**src/rtl/calc_pkg.sv**
```systemverilog
// ---------------------------------------------------------------------------
// calc_pkg
//   Shared constants and helper functions for the calculator datapath blocks.
//   Used by bin_to_bcd_converter and bcd_digit_adj.
//
//   Contents:
//     ST_IDLE / ST_CONVERT / ST_DONE : converter FSM state encodings
//     BCD_BLANK       : digit code the 7-segment driver shows as blank
//     BCD_ADJ_THRESH  : double-dabble correction threshold (digit >= 5)
//     BCD_ADJ_ADD     : double-dabble correction amount (+3)
//     calc_clog2()    : ceil(log2(value)), minimum 1, for counter widths
//     digits_sufficient() : true when 10^num_digits > 2^data_width - 1
// ---------------------------------------------------------------------------
package calc_pkg;

  localparam logic [1:0] ST_IDLE    = 2'd0;
  localparam logic [1:0] ST_CONVERT = 2'd1;
  localparam logic [1:0] ST_DONE    = 2'd2;

  localparam logic [3:0] BCD_BLANK      = 4'hF;
  localparam logic [3:0] BCD_ADJ_THRESH = 4'd5;
  localparam logic [3:0] BCD_ADJ_ADD    = 4'd3;

  function automatic int calc_clog2(input int value);
    int width;
    width = 0;
    for (int v = value - 1; v > 0; v = v >> 1) begin
      width++;
    end
    return (width < 1) ? 1 : width;
  endfunction

  // Saturating integer comparison so that very wide configurations do not
  // wrap around and falsely pass the digit-count check.
  function automatic bit digits_sufficient(input int num_digits, input int data_width);
    longint unsigned max_val;
    longint unsigned pow10;
    max_val = (data_width >= 64) ? 64'hFFFF_FFFF_FFFF_FFFF
                                 : ((64'd1 << data_width) - 64'd1);
    pow10 = 64'd1;
    for (int i = 0; i < num_digits; i++) begin
      if (pow10 > max_val) return 1'b1;
      if (pow10 > 64'hFFFF_FFFF_FFFF_FFFF / 64'd10) return 1'b1;
      pow10 = pow10 * 64'd10;
    end
    return pow10 > max_val;
  endfunction

endpackage

```
**src/rtl/bcd_digit_adj.sv**
```systemverilog
// ---------------------------------------------------------------------------
// bcd_digit_adj
//   Combinational double-dabble correction for a single BCD digit: digits of
//   5 or more get 3 added so that the following left shift carries correctly
//   into the next decimal digit.
//
//   Ports:
//     digit_in   in  4  BCD digit before correction
//     digit_out  out 4  BCD digit after correction
// ---------------------------------------------------------------------------
module bcd_digit_adj
  import calc_pkg::*;
(
  input  logic [3:0] digit_in,
  output logic [3:0] digit_out
);

  assign digit_out = (digit_in >= BCD_ADJ_THRESH) ? (digit_in + BCD_ADJ_ADD) : digit_in;

endmodule

```
**src/rtl/bin_to_bcd_converter.sv**
```systemverilog
// ---------------------------------------------------------------------------
// bin_to_bcd_converter
//   Sequential double-dabble converter sitting between calculator_core and
//   output_driver. Takes a DATA_WIDTH binary value (unsigned or two's
//   complement) and produces a sign-magnitude NUM_DIGITS-digit BCD result.
//   One conversion in flight; valid/ready handshake on both sides.
//
//   Parameters:
//     DATA_WIDTH  binary input width
//     NUM_DIGITS  BCD output digits, 10^NUM_DIGITS must exceed 2^DATA_WIDTH-1
//
//   Ports:
//     clk         in   1             clock, rising edge
//     rst         in   1             synchronous reset, active-high
//     i_data      in   DATA_WIDTH    binary value to convert
//     i_2s_comp   in   1             1: i_data is two's complement
//     i_valid     in   1             upstream data valid
//     o_ready     out  1             idle, can accept new data
//     o_bcd       out  4*NUM_DIGITS  BCD magnitude, digit 0 in [3:0]
//     o_negative  out  1             result is negative
//     o_valid     out  1             o_bcd / o_negative valid
//     i_ready     in   1             downstream accepts result
//
//   Build option:
//     LEADING_ZERO_BLANK_EN  when defined, leading zero digits above the most
//                            significant non-zero digit are replaced by
//                            BCD_BLANK; digit 0 is never blanked.
// ---------------------------------------------------------------------------
module bin_to_bcd_converter
  import calc_pkg::*;
#(
  parameter int DATA_WIDTH = 16,
  parameter int NUM_DIGITS = 5
) (
  input  logic                    clk,
  input  logic                    rst,
  input  logic [DATA_WIDTH-1:0]   i_data,
  input  logic                    i_2s_comp,
  input  logic                    i_valid,
  output logic                    o_ready,
  output logic [4*NUM_DIGITS-1:0] o_bcd,
  output logic                    o_negative,
  output logic                    o_valid,
  input  logic                    i_ready
);

  localparam int CNT_W = calc_clog2(DATA_WIDTH + 1);
  localparam int BCD_W = 4 * NUM_DIGITS;
  localparam logic [CNT_W-1:0] LAST_SHIFT = CNT_W'(DATA_WIDTH - 1);

  // Reject configurations whose digit count cannot hold the largest input.
  if (!digits_sufficient(NUM_DIGITS, DATA_WIDTH)) begin : g_bad_digits
    $error("bin_to_bcd_converter: NUM_DIGITS too small for DATA_WIDTH");
  end

  logic [1:0]            state;
  logic [BCD_W-1:0]      bcd_acc;
  logic [DATA_WIDTH-1:0] mag_reg;
  logic [CNT_W-1:0]      bit_cnt;
  logic                  neg_reg;

  logic                  in_neg;
  logic [DATA_WIDTH-1:0] in_mag;
  logic [BCD_W-1:0]      bcd_adj;
  logic [BCD_W-1:0]      bcd_shifted;
  logic [BCD_W-1:0]      bcd_final;

  // Sign/magnitude split at accept time. The negation is done as an
  // unsigned DATA_WIDTH-bit operation: the most negative input maps to
  // exactly 2^(DATA_WIDTH-1), which still fits, so no extra bit is needed.
  assign in_neg = i_2s_comp & i_data[DATA_WIDTH-1];
  assign in_mag = in_neg ? (~i_data + DATA_WIDTH'(1)) : i_data;

  // One correction unit per digit; all digits are corrected in parallel
  // before the shift of this cycle.
  for (genvar g = 0; g < NUM_DIGITS; g++) begin : g_adj
    bcd_digit_adj u_adj (
      .digit_in  (bcd_acc[4*g +: 4]),
      .digit_out (bcd_adj[4*g +: 4])
    );
  end

  // Corrected accumulator shifted left one place, pulling in the next
  // magnitude bit from the MSB end.
  assign bcd_shifted = {bcd_adj[BCD_W-2:0], mag_reg[DATA_WIDTH-1]};

`ifdef LEADING_ZERO_BLANK_EN
  // Walk from the top digit down; everything above the first non-zero digit
  // becomes blank. Digit 0 is excluded so a zero result still shows "0".
  always_comb begin
    logic seen_nonzero;
    bcd_final    = bcd_shifted;
    seen_nonzero = 1'b0;
    for (int d = NUM_DIGITS - 1; d >= 1; d--) begin
      if (bcd_shifted[4*d +: 4] != 4'd0) begin
        seen_nonzero = 1'b1;
      end
      if (!seen_nonzero) begin
        bcd_final[4*d +: 4] = BCD_BLANK;
      end
    end
  end
`else
  assign bcd_final = bcd_shifted;
`endif

  // Main FSM plus datapath. The final shift result is written straight into
  // the output registers on the DONE-entry edge, so blanking and output
  // capture add no cycles to the conversion.
  always_ff @(posedge clk) begin
    if (rst) begin
      state      <= ST_IDLE;
      bcd_acc    <= '0;
      mag_reg    <= '0;
      bit_cnt    <= '0;
      neg_reg    <= 1'b0;
      o_bcd      <= '0;
      o_negative <= 1'b0;
    end else begin
      case (state)
        ST_IDLE: begin
          if (i_valid) begin
            neg_reg <= in_neg;
            mag_reg <= in_mag;
            bcd_acc <= '0;
            bit_cnt <= '0;
            state   <= ST_CONVERT;
          end
        end
        ST_CONVERT: begin
          bcd_acc <= bcd_shifted;
          mag_reg <= {mag_reg[DATA_WIDTH-2:0], 1'b0};
          bit_cnt <= bit_cnt + CNT_W'(1);
          if (bit_cnt == LAST_SHIFT) begin
            o_bcd      <= bcd_final;
            o_negative <= neg_reg;
            state      <= ST_DONE;
          end
        end
        ST_DONE: begin
          if (i_ready) begin
            state <= ST_IDLE;
          end
        end
        default: begin
          state <= ST_IDLE;
        end
      endcase
    end
  end

  assign o_ready = (state == ST_IDLE);
  assign o_valid = (state == ST_DONE);

endmodule

```
**config.mk**
```make
export PLATFORM = sky130hd
export DESIGN_NAME = bin_to_bcd_converter
export DESIGN_NICKNAME = d
export VERILOG_FILES = /design/src/rtl/calc_pkg.sv /design/src/rtl/bcd_digit_adj.sv /design/src/rtl/bin_to_bcd_converter.sv
export SDC_FILE = /design/constraint.sdc
export NUM_CORES = 1
export LEC_CHECK = 0
export ABC_AREA = 1
export CAP_MARGIN = 0
export CORE_ASPECT_RATIO = 0.5
export CORE_UTILIZATION = 30
export DETAILED_ROUTE_END_ITERATION = 10
export HOLD_SLACK_MARGIN = 0.15
export PLACE_DENSITY = 0.53
export REMOVE_ABC_BUFFERS = 1
export SLEW_MARGIN = 20
export SYNTH_ARGS = -nofsm -noshare
export SYNTH_HDL_FRONTEND = slang
export SYNTH_SLANG_ARGS = --single-unit
```
**constraint.sdc**
```tcl
create_clock -name clk -period 2.91 [get_ports clk]
set_input_delay 0.582 -clock clk [delete_from_list [all_inputs] [get_ports clk]]
set_output_delay 0.582 -clock clk [all_outputs]
set_load 0.05 [all_outputs]
```
==> impl_metrics.yaml <==
outcome:
  status: "finished, final reports clean"
final_layout:
  drive_gt1_share_pct: 7.46
  fillers: 1171
  fin_nets: 552
  final_cell_area_um2: 4230
  area_delta_synth_final_pct: 24.4
  antenna_cells: 0
  fin_cells: 668
pwr:
  report.power.total_uw: 2230
  p_leak_uw: 0.00170
  power_density_nw_per_um2: 527
  ir_worst_vdd_v: 0.000300
clock_tree:
  holdBufCountCts: 0
  post_cts_resized: 0
  clkSlewWorstSetupHoldPaths_ns: 0.05
  numCtsBuffers: 9
  h-tree-depth: 3
  post_cts_buffers: 0
  clkSinkCount: 65
  clk_latency_ns: 0.33
  cts_tree: "built"
  clockBufferDepth: 2
  cts_root_buf: "clkbuf_16"
worst_setup_path:
  arrival_ns: 1.73
  crit_chain: "inv_2 > nor2_1 > clkdlybuf4s50_1"
  slowest_delay_ns: 0.83
  crit_path_end_kind: "primary output"
  worst-path-max-fanout: 2
  cpMaxStageDelayCell: "clkdlybuf4s50_1"
  critPathLaunchType: "flip-flop"
  r2r_slack_ns: 0.92
  crit_type: "flip-flop to primary output"
  crit_required_ns: 2.33
timing:
  finClkSkew_ns: 0.00495
  fmax_ghz: 0.433
  rsz0062_at_grt: "false"
  period_share_pct: 79.4
  finalSetupViolCount: 0
  maxSlewViolCount: 0
  worst_pin_slew_ns: 0.589
  setup_tns_ns: 0
  slew-limit-headroom_pct: 60.7
  period_needed_ns: 2.31
  hold_viol: 0
drt:
  viasPerCell: 4.53
  drt-total-wl_mm: 7.60
  avgRoutedWirePerCell_um: 11.4
  drtAntennaViolNets: 0
  vias: 3025
  drc: 0
  drt_iter0_drc: 118
  drtPass1Iterations: 6
synthesis:
  ys_seq_area_share_pct: 38.3
  ys_types: 32
  synth_cells: 480
  synth_area_um2: 3400
  ys_warn_count: 0
  synth_seq_cells: 65
  syn_avg_cell_area_um2: 7.08
die:
  rows: 27
  die-width_um: 153
  start_util_pct: 30.9
  core_area_um2: 11000
  die_h_um: 77.3
  ios: 44
  dieArea_um2: 11800
grt:
  grt_pass1_vias: 2792
  antenna_found_initial: 0
  grt_use_total_pct: 13.9
  grt_max_degree: 48
  grt_pass1_wl_mm: 13.1
  grt-ovfl-total: 0
hold_path:
  hold_class: "flip-flop to flip-flop"
placed_design:
  place.gp.congestion: 0.768
  port_buffers: 43
  placed_cell_area_um2: 3920
  post-place-cells: 652
  post-dp-hpwl_mm: 5.16
run:
  max-cap-violations: 0
[critical path: cells and delay by family, from the launching register on]
kind          cells  cell delay, ns
flops             1            0.38
buf+inv           2            0.89
simple gates      1            0.14
[synth_stat cells]
library cell / instances / area (um^2)
o21ai_0: 20 / 100
or2_2: 4 / 25.0
nor2_8: 1 / 20.0
inv_1: 57 / 214
clkbuf_1: 4 / 15.0
xor2_1: 7 / 61.3
nand2_2: 2 / 12.5
buf_6: 2 / 22.5
a31oi_1: 3 / 18.8
o21a_1: 3 / 22.5
or2_0: 2 / 12.5
a221oi_2: 1 / 15.0
a22oi_1: 12 / 90.1
buf_2: 7 / 35.0
o21ai_1: 11 / 55.1
nor3_1: 2 / 10.0
nand3_1: 20 / 100
nor2_2: 2 / 12.5
a21oi_1: 58 / 290
buf_4: 6 / 45.0
o21ai_2: 3 / 26.3
a21boi_0: 2 / 15.0
o21bai_1: 10 / 75.1
dfxtp_1: 65 / 1300
nor2_4: 3 / 33.8
nand2_1: 112 / 420
ha_1: 13 / 163
a21boi_1: 1 / 7.51
nor2_1: 39 / 146
nand4_1: 2 / 12.5
inv_2: 5 / 18.8
buf_1: 1 / 3.75
[final timing paths]
| check | start | end | cells after the start |
|---|---|---|---|
| worst max-delay path | state[1] | o_valid | 3 |
| worst min register to register | mag_reg[0] | mag_reg[0] | 2 |
| worst min-delay path | mag_reg[0] | mag_reg[0] | 2 |
| worst max register to register | bit_cnt[0] | o_bcd[8] | 9 |
[logic make-up (layout without fill, tap and decap cells)]
kind of cell	count (synthesis)	after routing	share of synthesized area (%)
and+or+nand+nor	189	189	23.7
AOI/OAI and AO/OA	124	124	21.0
buffers and inverters	82	125	10.4
DFF	65	65	38.3
adders and majority gates	13	13	4.78
xor gates and xnor gates	7	7	1.80
[report_power, final]
group	internal, uW	switching [uW]
logic	74.0	121
registers	913	13.1
clock network	732	374
[routing by layer]
metal	up-vias	part of all wire, %	track usage [%]	wire [um]
met1	1351	53	18.5	4050
li1	1633	-	-	-
met4	0	1.0	5.15	76
met2	33	43	21.7	3250
met5	-	0	0	0
met3	8	2.9	3.67	218
[final cells by class]
cell class	instances	area, um^2	share of cell area (%)
multi-input combinational	333	1750	41.3
sequential	65	1300	30.8
tap	145	181	4.29
clock inverter	2	35.0	0.828
inverter	62	233	5.50
clock buffer	14	274	6.48
timing repair buffer	47	460	10.9
[cells in the final DEF (no fill, tap or decap), types with 3 or more instances in the layout]
master and n:
inv_1 57, clkbuf_8 3, nor2_4 3, a31oi_1 3, ha_1 13, inv_2 5
nand2_1 112, xor2_1 7, or2_2 4, nor2_1 39, a22oi_1 12, o21bai_1 10
buf_4 4, dfxtp_1 65, a21oi_1 58, o21a_1 3, o21ai_1 11, clkdlybuf4s50_1 43
clkbuf_16 9, nand3_1 20, o21ai_0 20, o21ai_2 3
[through the flow]
| stage | hold WS (ns) | setup slack (ns) | utilization, % |
|---|---|---|---|
| 2_1_floorplan | 0.435 | 1.18 | - |
| 3_5_place_dp | 0.457 | 0.692 | 35.6 |
| 6_report | 0.462 | 0.599 | 38.4 |
| 4_1_cts | 0.464 | 0.602 | 38.4 |
| 3_3_place_gp | 0.456 | 0.700 | 35.6 |
| 5_1_grt | 0.495 | 0.533 | 38.4 |
Note: power is estimated with default switching activity, not from simulation.
